File: src/rtl/rx_descrambler_32_if.sv
// Symbol-word bus into and out of the 32-bit RX descrambler.
interface rx_descrambler_32_if;
  logic [31:0] rx_data_in;
  logic [3:0]  rx_datak_in;
  logic        rx_valid_in;
  logic        scramble_disable;
  logic [31:0] rx_data_out;
  logic [3:0]  rx_datak_out;
  logic        rx_valid_out;
  logic        ts_active;
  logic        com_misalign;

  modport master (
    output rx_data_in, rx_datak_in, rx_valid_in, scramble_disable,
    input  rx_data_out, rx_datak_out, rx_valid_out, ts_active, com_misalign
  );
  modport slave (
    input  rx_data_in, rx_datak_in, rx_valid_in, scramble_disable,
    output rx_data_out, rx_datak_out, rx_valid_out, ts_active, com_misalign
  );
endinterface

File: src/rtl/rx_descrambler_32.sv
// Gen1/Gen2 RX descrambler, 4 symbols per pclk. One word of lookahead lets
// TS1/TS2 be recognised from the COM word itself (TS id sits in symbol 6).
module rx_descrambler_32 #(
  parameter logic [15:0] LFSR_SEED = 16'hFFFF,
  parameter logic [7:0]  COM_SYM   = 8'hBC,
  parameter logic [7:0]  SKP_SYM   = 8'h1C,
  parameter logic [7:0]  TS1_ID    = 8'h4A,
  parameter logic [7:0]  TS2_ID    = 8'h45
) (
  input  logic               pclk,
  input  logic               reset_n,
  rx_descrambler_32_if.slave bus
);

  logic [15:0]     lfsr, lfsr_v;
  logic [3:0][7:0] hold_data, proc;
  logic [3:0]      hold_k;
  logic            hold_valid;
  logic [1:0]      ts_cnt, ts_cnt_nxt;
  logic [7:0]      key, la2;
  logic            com0, ts_start, ts_cont, mis;

  // Galois form: key bit is taken from bit 15 before each shift
  function automatic logic [15:0] lfsr_step(input logic [15:0] l);
    return {l[14:5], l[4] ^ l[15], l[3] ^ l[15], l[2] ^ l[15], l[1:0], l[15]};
  endfunction

  always_comb begin
    com0     = hold_k[0] && (hold_data[0] == COM_SYM);
    la2      = bus.rx_data_in[23:16];
    ts_start = com0 && !bus.rx_datak_in[2] && (la2 == TS1_ID || la2 == TS2_ID);
    // a COM on byte 0 ends any TS in flight and is judged afresh
    ts_cont  = (ts_cnt != 2'd0) && !com0;
    ts_cnt_nxt = ts_start ? 2'd3 : (ts_cont ? ts_cnt - 2'd1 : 2'd0);
    lfsr_v = lfsr;
    proc   = hold_data;
    mis    = 1'b0;
    key    = '0;
    for (int b = 0; b < 4; b++) begin
      if (hold_k[b] && hold_data[b] == COM_SYM) begin
        lfsr_v = LFSR_SEED;
        if (b != 0) mis = 1'b1;
      end else if (!(hold_k[b] && hold_data[b] == SKP_SYM)) begin
        for (int i = 0; i < 8; i++) begin
          key[i] = lfsr_v[15];
          lfsr_v = lfsr_step(lfsr_v);
        end
        if (!hold_k[b] && !(bus.scramble_disable || ts_cont || (ts_start && b != 0)))
          proc[b] = hold_data[b] ^ key;
      end
    end
  end

  always_ff @(posedge pclk or negedge reset_n) begin
    if (!reset_n) begin
      lfsr             <= LFSR_SEED;
      hold_data        <= '0;
      hold_k           <= '0;
      hold_valid       <= 1'b0;
      ts_cnt           <= 2'd0;
      bus.rx_data_out  <= '0;
      bus.rx_datak_out <= '0;
      bus.rx_valid_out <= 1'b0;
      bus.ts_active    <= 1'b0;
      bus.com_misalign <= 1'b0;
    end else begin
      bus.rx_valid_out <= 1'b0;
      bus.ts_active    <= 1'b0;
      bus.com_misalign <= 1'b0;
      if (bus.rx_valid_in) begin
        hold_data  <= bus.rx_data_in;
        hold_k     <= bus.rx_datak_in;
        hold_valid <= 1'b1;
        if (hold_valid) begin
          lfsr             <= lfsr_v;
          ts_cnt           <= ts_cnt_nxt;
          bus.rx_data_out  <= proc;
          bus.rx_datak_out <= hold_k;
          bus.rx_valid_out <= 1'b1;
          bus.ts_active    <= ts_start || ts_cont;
          bus.com_misalign <= mis;
        end
      end
    end
  end

endmodule

File: src/flat_wrapper.sv
// flat-port wrapper written by rule: the top's interface ports become plain ports
module rx_descrambler_32_flat 
#(
  parameter logic [15:0] LFSR_SEED = 16'hFFFF,
  parameter logic [7:0]  COM_SYM   = 8'hBC,
  parameter logic [7:0]  SKP_SYM   = 8'h1C,
  parameter logic [7:0]  TS1_ID    = 8'h4A,
  parameter logic [7:0]  TS2_ID    = 8'h45
)
  (pclk, reset_n, bus_rx_data_in, bus_rx_datak_in, bus_rx_valid_in, bus_scramble_disable, bus_rx_data_out, bus_rx_datak_out, bus_rx_valid_out, bus_ts_active, bus_com_misalign);
  rx_descrambler_32_if bus_i ();
  input  logic pclk;
  input  logic reset_n;
  input wire logic [$bits(bus_i.rx_data_in)-1:0] bus_rx_data_in;
  input wire logic [$bits(bus_i.rx_datak_in)-1:0] bus_rx_datak_in;
  input wire logic [$bits(bus_i.rx_valid_in)-1:0] bus_rx_valid_in;
  input wire logic [$bits(bus_i.scramble_disable)-1:0] bus_scramble_disable;
  output wire logic [$bits(bus_i.rx_data_out)-1:0] bus_rx_data_out;
  output wire logic [$bits(bus_i.rx_datak_out)-1:0] bus_rx_datak_out;
  output wire logic [$bits(bus_i.rx_valid_out)-1:0] bus_rx_valid_out;
  output wire logic [$bits(bus_i.ts_active)-1:0] bus_ts_active;
  output wire logic [$bits(bus_i.com_misalign)-1:0] bus_com_misalign;
  assign bus_i.rx_data_in = bus_rx_data_in;
  assign bus_i.rx_datak_in = bus_rx_datak_in;
  assign bus_i.rx_valid_in = bus_rx_valid_in;
  assign bus_i.scramble_disable = bus_scramble_disable;
  assign bus_rx_data_out = bus_i.rx_data_out;
  assign bus_rx_datak_out = bus_i.rx_datak_out;
  assign bus_rx_valid_out = bus_i.rx_valid_out;
  assign bus_ts_active = bus_i.ts_active;
  assign bus_com_misalign = bus_i.com_misalign;
  rx_descrambler_32 #(.LFSR_SEED(LFSR_SEED), .COM_SYM(COM_SYM), .SKP_SYM(SKP_SYM), .TS1_ID(TS1_ID), .TS2_ID(TS2_ID)) u_core (.pclk(pclk), .reset_n(reset_n), .bus(bus_i));
endmodule
File: config.mk
export PLATFORM = sky130hd
export DESIGN_NAME = rx_descrambler_32_flat
export DESIGN_NICKNAME = d
export VERILOG_FILES = /design/src/rtl/rx_descrambler_32_if.sv /design/src/rtl/rx_descrambler_32.sv /design/src/flat_wrapper.sv
export SDC_FILE = /design/constraint.sdc
export NUM_CORES = 1
export LEC_CHECK = 0
export ABC_AREA = 1
export ABC_CLOCK_PERIOD_IN_PS = 2400
export CORE_ASPECT_RATIO = 2
export CORE_MARGIN = 2
export CORE_UTILIZATION = 52
export DETAILED_ROUTE_END_ITERATION = 10
export PLACE_DENSITY = 0.77
export SLEW_MARGIN = 40
export SYNTH_ARGS = -nofsm -noshare
export SYNTH_HDL_FRONTEND = slang
export SYNTH_SLANG_ARGS = --single-unit
File: constraint.sdc
create_clock -name pclk -period 2.4 [get_ports pclk]
set_input_delay 0.48 -clock pclk [delete_from_list [all_inputs] [get_ports pclk]]
set_output_delay 0.48 -clock pclk [all_outputs]
set_load 0.1 [all_outputs]
# == Word-level counts from Yosys, hierarchy flattened ==
# Index checks and enable logic that the tools add are counted.
# word_totals
register_bits,94
input_bits,40
out_inout_bits,39
elab_cells,184
# classes
addsub,1
n_eq_ne,10
mux,31
bitwise,100
reduce_logical,29
# ops
cell,count
16-bit 2-to-1 mux,8
8-bit 2-to-1 mux,12
1-bit XOR,96
"8-bit by 5-bit == test with 1-bit output, second input constant",4
"8-bit == test, second input constant",4
8-bit XOR,4
"8-bit by 7-bit == test with 1-bit output, second input constant",2
1-bit logical AND,15
1-bit 2-to-1 mux,9
1-bit logical NOT,8
1-bit logical OR,4
2-bit 2-to-1 mux,2
2-bit AND reduction,1
2-bit nonzero test,1
"2-bit by 1-bit subtractor with 2-bit output, second input constant",1

# == Longest topological paths before layout ==
# logic_depth
ltp_word,20
mapped_depth,23
mapped_depth_nobuf,22

# == Least setup slack after synthesis ==
# OpenSTA, ideal clock, no wires.
# synth_path
path_kind,register -> register
from,reg u_core.lfsr[15]
to,reg u_core.lfsr[5]
setup_time_ns,0.073
arrival_ns,2.202
required_time_ns,2.327
path_slack_ns,0.125
stages_incl_launch_ff,22
path_buffers,1
period_less_slack_ns,2.275
cell_sequence,dfstp_2 > buf_2 > inv_1 > nand2_1 > nand2_1 > nand2_1 > nand2_1 > nand2_1 > nand2_1 > nor2_4 > nand2_1 > nand2_1 > nand2_1 > nand3_2 > nand2_2 > a21oi_2 > nand2_4 > nand2_1 > nand2_1 > nand2_1 > nand3_1 > a21oi_1
# synth_via
elab_chain_len,17
word_cells_on_any_way,41
classes_between,mux: 8; bitwise: 33
# synth_rtl
element,line,rtl
"start, declared",rx_descrambler_32.sv:15,"logic [15:0] lfsr, lfsr_v;"
"start signal, assigned",rx_descrambler_32.sv:75,lfsr <= lfsr_v;
1-bit XOR (3 in series),rx_descrambler_32.sv:25,"return {l[14:5], l[4] ^ l[15], l[3] ^ l[15], l[2] ^ l[15], l[1:0], l[15]};"
16-bit 2-to-1 mux *,rx_descrambler_32.sv:43,end else if (!(hold_k[b] && hold_data[b] == SKP_SYM)) begin
16-bit 2-to-1 mux *,rx_descrambler_32.sv:40,if (hold_k[b] && hold_data[b] == COM_SYM) begin
1-bit XOR or 16-bit 2-to-1 mux (tied branches),"rx_descrambler_32.sv:25, rx_descrambler_32.sv:43",
1-bit XOR or 16-bit 2-to-1 mux (tied branches),"rx_descrambler_32.sv:25, rx_descrambler_32.sv:40",
1-bit XOR,rx_descrambler_32.sv:25,
16-bit 2-to-1 mux *,rx_descrambler_32.sv:43,
16-bit 2-to-1 mux *,rx_descrambler_32.sv:40,
16-bit 2-to-1 mux *,rx_descrambler_32.sv:43,
16-bit 2-to-1 mux *,rx_descrambler_32.sv:40,
1-bit XOR (3 in series),rx_descrambler_32.sv:25,
16-bit 2-to-1 mux *,rx_descrambler_32.sv:43,
16-bit 2-to-1 mux *,rx_descrambler_32.sv:40,
# Every way passes the cells marked *; elsewhere a longest branch is shown, timed or not.
# A chain may end at the register's enable or synchronous reset.

# == Worst setup path in the final report ==
# layout_path
from,reg u_core.hold_data[0] in the netlist's numbering
to,reg u_core.lfsr[4]
# layout_via
elab_chain_len,15
word_cells_on_any_way,34
classes_between,eq/ne: 2; mux: 8; bitwise: 22; reduce/logical: 2
# layout_rtl
element,line,rtl
"start, declared",rx_descrambler_32.sv:16,"logic [3:0][7:0] hold_data, proc;"
"start signal, assigned",rx_descrambler_32.sv:71,hold_data <= bus.rx_data_in;
8-bit by 5-bit == test with 1-bit output,rx_descrambler_32.sv:43,
1-bit logical AND,rx_descrambler_32.sv:43,
16-bit 2-to-1 mux,rx_descrambler_32.sv:43,
16-bit 2-to-1 mux *,rx_descrambler_32.sv:40,
1-bit XOR or 16-bit 2-to-1 mux (tied branches),"rx_descrambler_32.sv:25, rx_descrambler_32.sv:43",
1-bit XOR or 16-bit 2-to-1 mux (tied branches),"rx_descrambler_32.sv:25, rx_descrambler_32.sv:40",
16-bit 2-to-1 mux *,rx_descrambler_32.sv:43,
16-bit 2-to-1 mux *,rx_descrambler_32.sv:40,
1-bit XOR or 16-bit 2-to-1 mux (tied branches),"rx_descrambler_32.sv:25, rx_descrambler_32.sv:40",
16-bit 2-to-1 mux *,rx_descrambler_32.sv:43,
16-bit 2-to-1 mux *,rx_descrambler_32.sv:40,
1-bit XOR or 16-bit 2-to-1 mux (tied branches),"rx_descrambler_32.sv:25, rx_descrambler_32.sv:43",
1-bit XOR or 16-bit 2-to-1 mux (tied branches),"rx_descrambler_32.sv:25, rx_descrambler_32.sv:40",
16-bit 2-to-1 mux *,rx_descrambler_32.sv:43,
16-bit 2-to-1 mux *,rx_descrambler_32.sv:40,
# Marked as above.

==> run metrics <==
status=finished with violations; failing checks=negative setup slack; worst setup slack after layout=-0.7712 ns; syn nets=~1100; filler cell count in the final layout=663; HPWL Detailed=~18000 um; Post-synth EDFFs=0; sequential share of the synthesized area=0.3328; CTS Buffer Depth=2; area leader, netlist=dfrtp_1; Yosys top cell area share=0.2738; worst skew pair latency=~0.36 ns; CORE AREA=13440 um^2; # nets final=around 1300; Design Area, Final=11090 um^2; synth cell count leaders=nand2_1, dfrtp_1, inv_1, nand3_1, nor2_1; gr usage total=0.3792; Ys Warns=0; H-tree depth=3; drt drc=0; Slowest-stage cell, CP=dfrtp_1; fraction of layout cells with a size suffix above 1=0.4857; Worst R2R End=u_core.lfsr[4]$_DFFE_PN1P_; placed inst area=between 8000 and 9000 um^2; # Max-Cap Violations=0; CP startpoint kind=register; worst reg2reg path depth=18; Die Y-Extent=169.6 um; max incr delay on CP=roughly 0.42 ns; count leader, synth=nand2_1; Clock Tree Root=clkbuf_16; initial antenna violation count=0; Worst-path clk slew=around 0.08 ns; Synth Register Bits=94; diode count=0; cell mode on critical path=nand2_1; CTS tree=yes; Rows=60; DR pass1 iterations=6; ys flop type=dfrtp_1; reg2reg start=u_core.hold_data[0]$_DFFE_PN0P_; Area contributors post-synth=dfrtp_1, nand2_1, dfstp_2; Synth cell types=46; slew margin rel.=0.5182; Crit path max-delay family=simple AND/OR/NAND/NOR gates; Sink Count=between 90 and 100; hold crit path type=in -> async; Slew @ Worst Pin=approximately 0.72 ns; mean area per synthesized cell=roughly 7.0 um^2; crit share post-route=1.321; die area=approximately 15000 um^2; RSZ-0062 raised after global routing=yes; vias per std cell=approximately 6.5; pre-CTS setup slack=-0.4067 ns; die width=around 87 um; average wire per standard cell=between 20 and 25 um; Tmin final=between 3 and 4 ns; Routed Antenna Nets=0; clock skew=about 0.019 ns; CTS Buf Count=9; crit-path max FO=7; Setup violations, final=45; WP buf/inv=1; Max Clk Rate=315.3 MHz; Synth Cell Area=7128 um^2; initial cell density of the core=0.5304; Ports=~80; Post-Route WL=around 35000 um; worst-path cell chain=buf_4 -> nor2_2 -> nand2_1 -> nor2_4 -> nand3_1 -> nand3_2 -> nand2_2 -> nand3_4 -> nand2_8 -> nand2_4 -> nand2_1 -> nand2_1 -> nand2_2 -> a21oi_4 -> nand2_1 -> nand3b_1 -> nand3_1 -> a21oi_1; first-pass GRT wire length=roughly 43000 um; crit path capture type=register; DP Cell Count=1343; CP arrival=around 3.5 ns; r2r setup slk=-0.77 ns; WS Path Type=reg -> reg; vias in the first global route=around 8500; Non-Filler Instances=1417; routed vias=approximately 9200; Max Slew Vio Count=0; synth-to-layout area growth=55.61%; Starting DRT DRC Count=around 1200; Congestion Overflow GR=0; Hold Violations, Final=0; Port Buf Inserts=78; ys async rst share=1.000; GPL Wtd Cong=1.010; Post-Synthesis Cells=approximately 1000; largest net degree at the start of global routing=between 60 and 70; Data required, critical path=2.69 ns
## per-stage QoR
step                TNS [ns]    util  hold WS, ns
floorplan                  0       -       0.1844
global placement      -7.885  0.6546       0.4648
detailed placement    -10.45  0.6546       0.4709
CTS                   -4.118  0.7528       0.1821
global route          -20.15  0.8254       0.1983
finish                -17.69  0.8254       0.1576
## flip-flops by register name, summed over array words and instances, names as in the netlist, 2 cells and up
name and cells:
u_core.bus.rx_data_out 32, u_core.bus.rx_datak_out 4, u_core.hold_data 32, u_core.hold_k 4
u_core.lfsr 16, u_core.ts_cnt 2
## routing by layer
layer,GRT usage,vias to the layer above,wire [um]
li1,-,3716,-
met1,0.3981,4261,10490
met2,0.6562,835,16490
met3,0.06518,360,3886
met4,0.2806,0,4144
met5,0,-,0
## cell families after synthesis
family | share of synthesized area
compound gates | 0.1011
xor+xnor | 0.06495
fa+ha+maj | 0.001755
buf+inv | 0.07758
flops | 0.3328
mux | 0.01896
simple gates | 0.4028
## cell type report
type                       instances  area, um^2  area share
tap                              155       193.9     0.01748
clock inverter                     5       41.29    0.003723
sequential                        94        2374      0.2140
timing repair buffer             263        2320      0.2091
inverter                          96       389.1     0.03508
multi-input combinational        793        5532      0.4987
clock buffer                      11       242.7     0.02188
## cells in the final DEF, fill, tap and decap left out, types with 4 or more instances in the layout
cell / n
nand3_4: 36
dfstp_2: 16
inv_2: 30
o21ai_1: 21
a22oi_2: 4
nor2_4: 27
nand3_1: 33
nor3_1: 5
nand2_1: 257
nor2_1: 39
buf_4: 184
xor2_1: 35
clkdlybuf4s50_1: 37
buf_6: 30
inv_1: 56
nor2_2: 10
nand4_1: 4
nand2_4: 31
mux2_2: 12
buf_12: 7
xnor2_1: 9
o21ai_0: 34
nand2_2: 106
a21oi_1: 26
a21oi_2: 18
clkbuf_16: 9
nand2_8: 9
xor2_2: 7
dfrtp_1: 77
a21oi_4: 9
nand3_2: 29
inv_4: 5
## worst max path at each step
| stage | start | to | slack, ns | cells after the start |
|---|---|---|---|---|
| after floorplan | u_core.lfsr[15]$_DFFE_PN1P_ | u_core.lfsr[5]$_DFFE_PN1P_ | 0.13 | 21 |
| after global placement | u_core.hold_data[6]$_DFFE_PN0P_ | u_core.bus.rx_data_out[22]$_DFFE_PN0P_ | -0.35 | 17 |
| after detailed placement | u_core.hold_data[6]$_DFFE_PN0P_ | u_core.bus.rx_data_out[22]$_DFFE_PN0P_ | -0.41 | 17 |
| after CTS | u_core.hold_data[1]$_DFFE_PN0P_ | u_core.lfsr[14]$_DFFE_PN1P_ | -0.22 | 21 |
| after global routing | u_core.hold_data[5]$_DFFE_PN0P_ | u_core.lfsr[11]$_DFFE_PN1P_ | -0.85 | 20 |
| final | u_core.hold_data[0]$_DFFE_PN0P_ | u_core.lfsr[4]$_DFFE_PN1P_ | -0.77 | 18 |
## worst reg2reg max path, stage by stage (launching register included)
cell      delay, ns
dfrtp_1        0.42
buf_4          0.17
nor2_2         0.18
nand2_1        0.18
nor2_4         0.18
nand3_1        0.23
nand3_2        0.22
nand2_2        0.10
nand3_4        0.15
nand2_8        0.12
nand2_4        0.09
nand2_1        0.06
nand2_1        0.08
nand2_2        0.11
a21oi_4        0.20
nand2_1        0.12
nand3b_1       0.15
nand3_1        0.16
a21oi_1        0.20
## timing repair
| action | CTS | global route |
|---|---|---|
| pin swaps | 80 | 112 |
| gates resized for setup | 168 | 212 |
| setup endpoints to repair | 49 | 50 |
| hold buffers | 0 | 0 |
| buffers inserted | 34 | 23 |
| cloned | 6 | 0 |
Power is left out: the tool's default activity adds up to more than one toggle a clock period on the data nets, which glitch-free logic cannot reach.
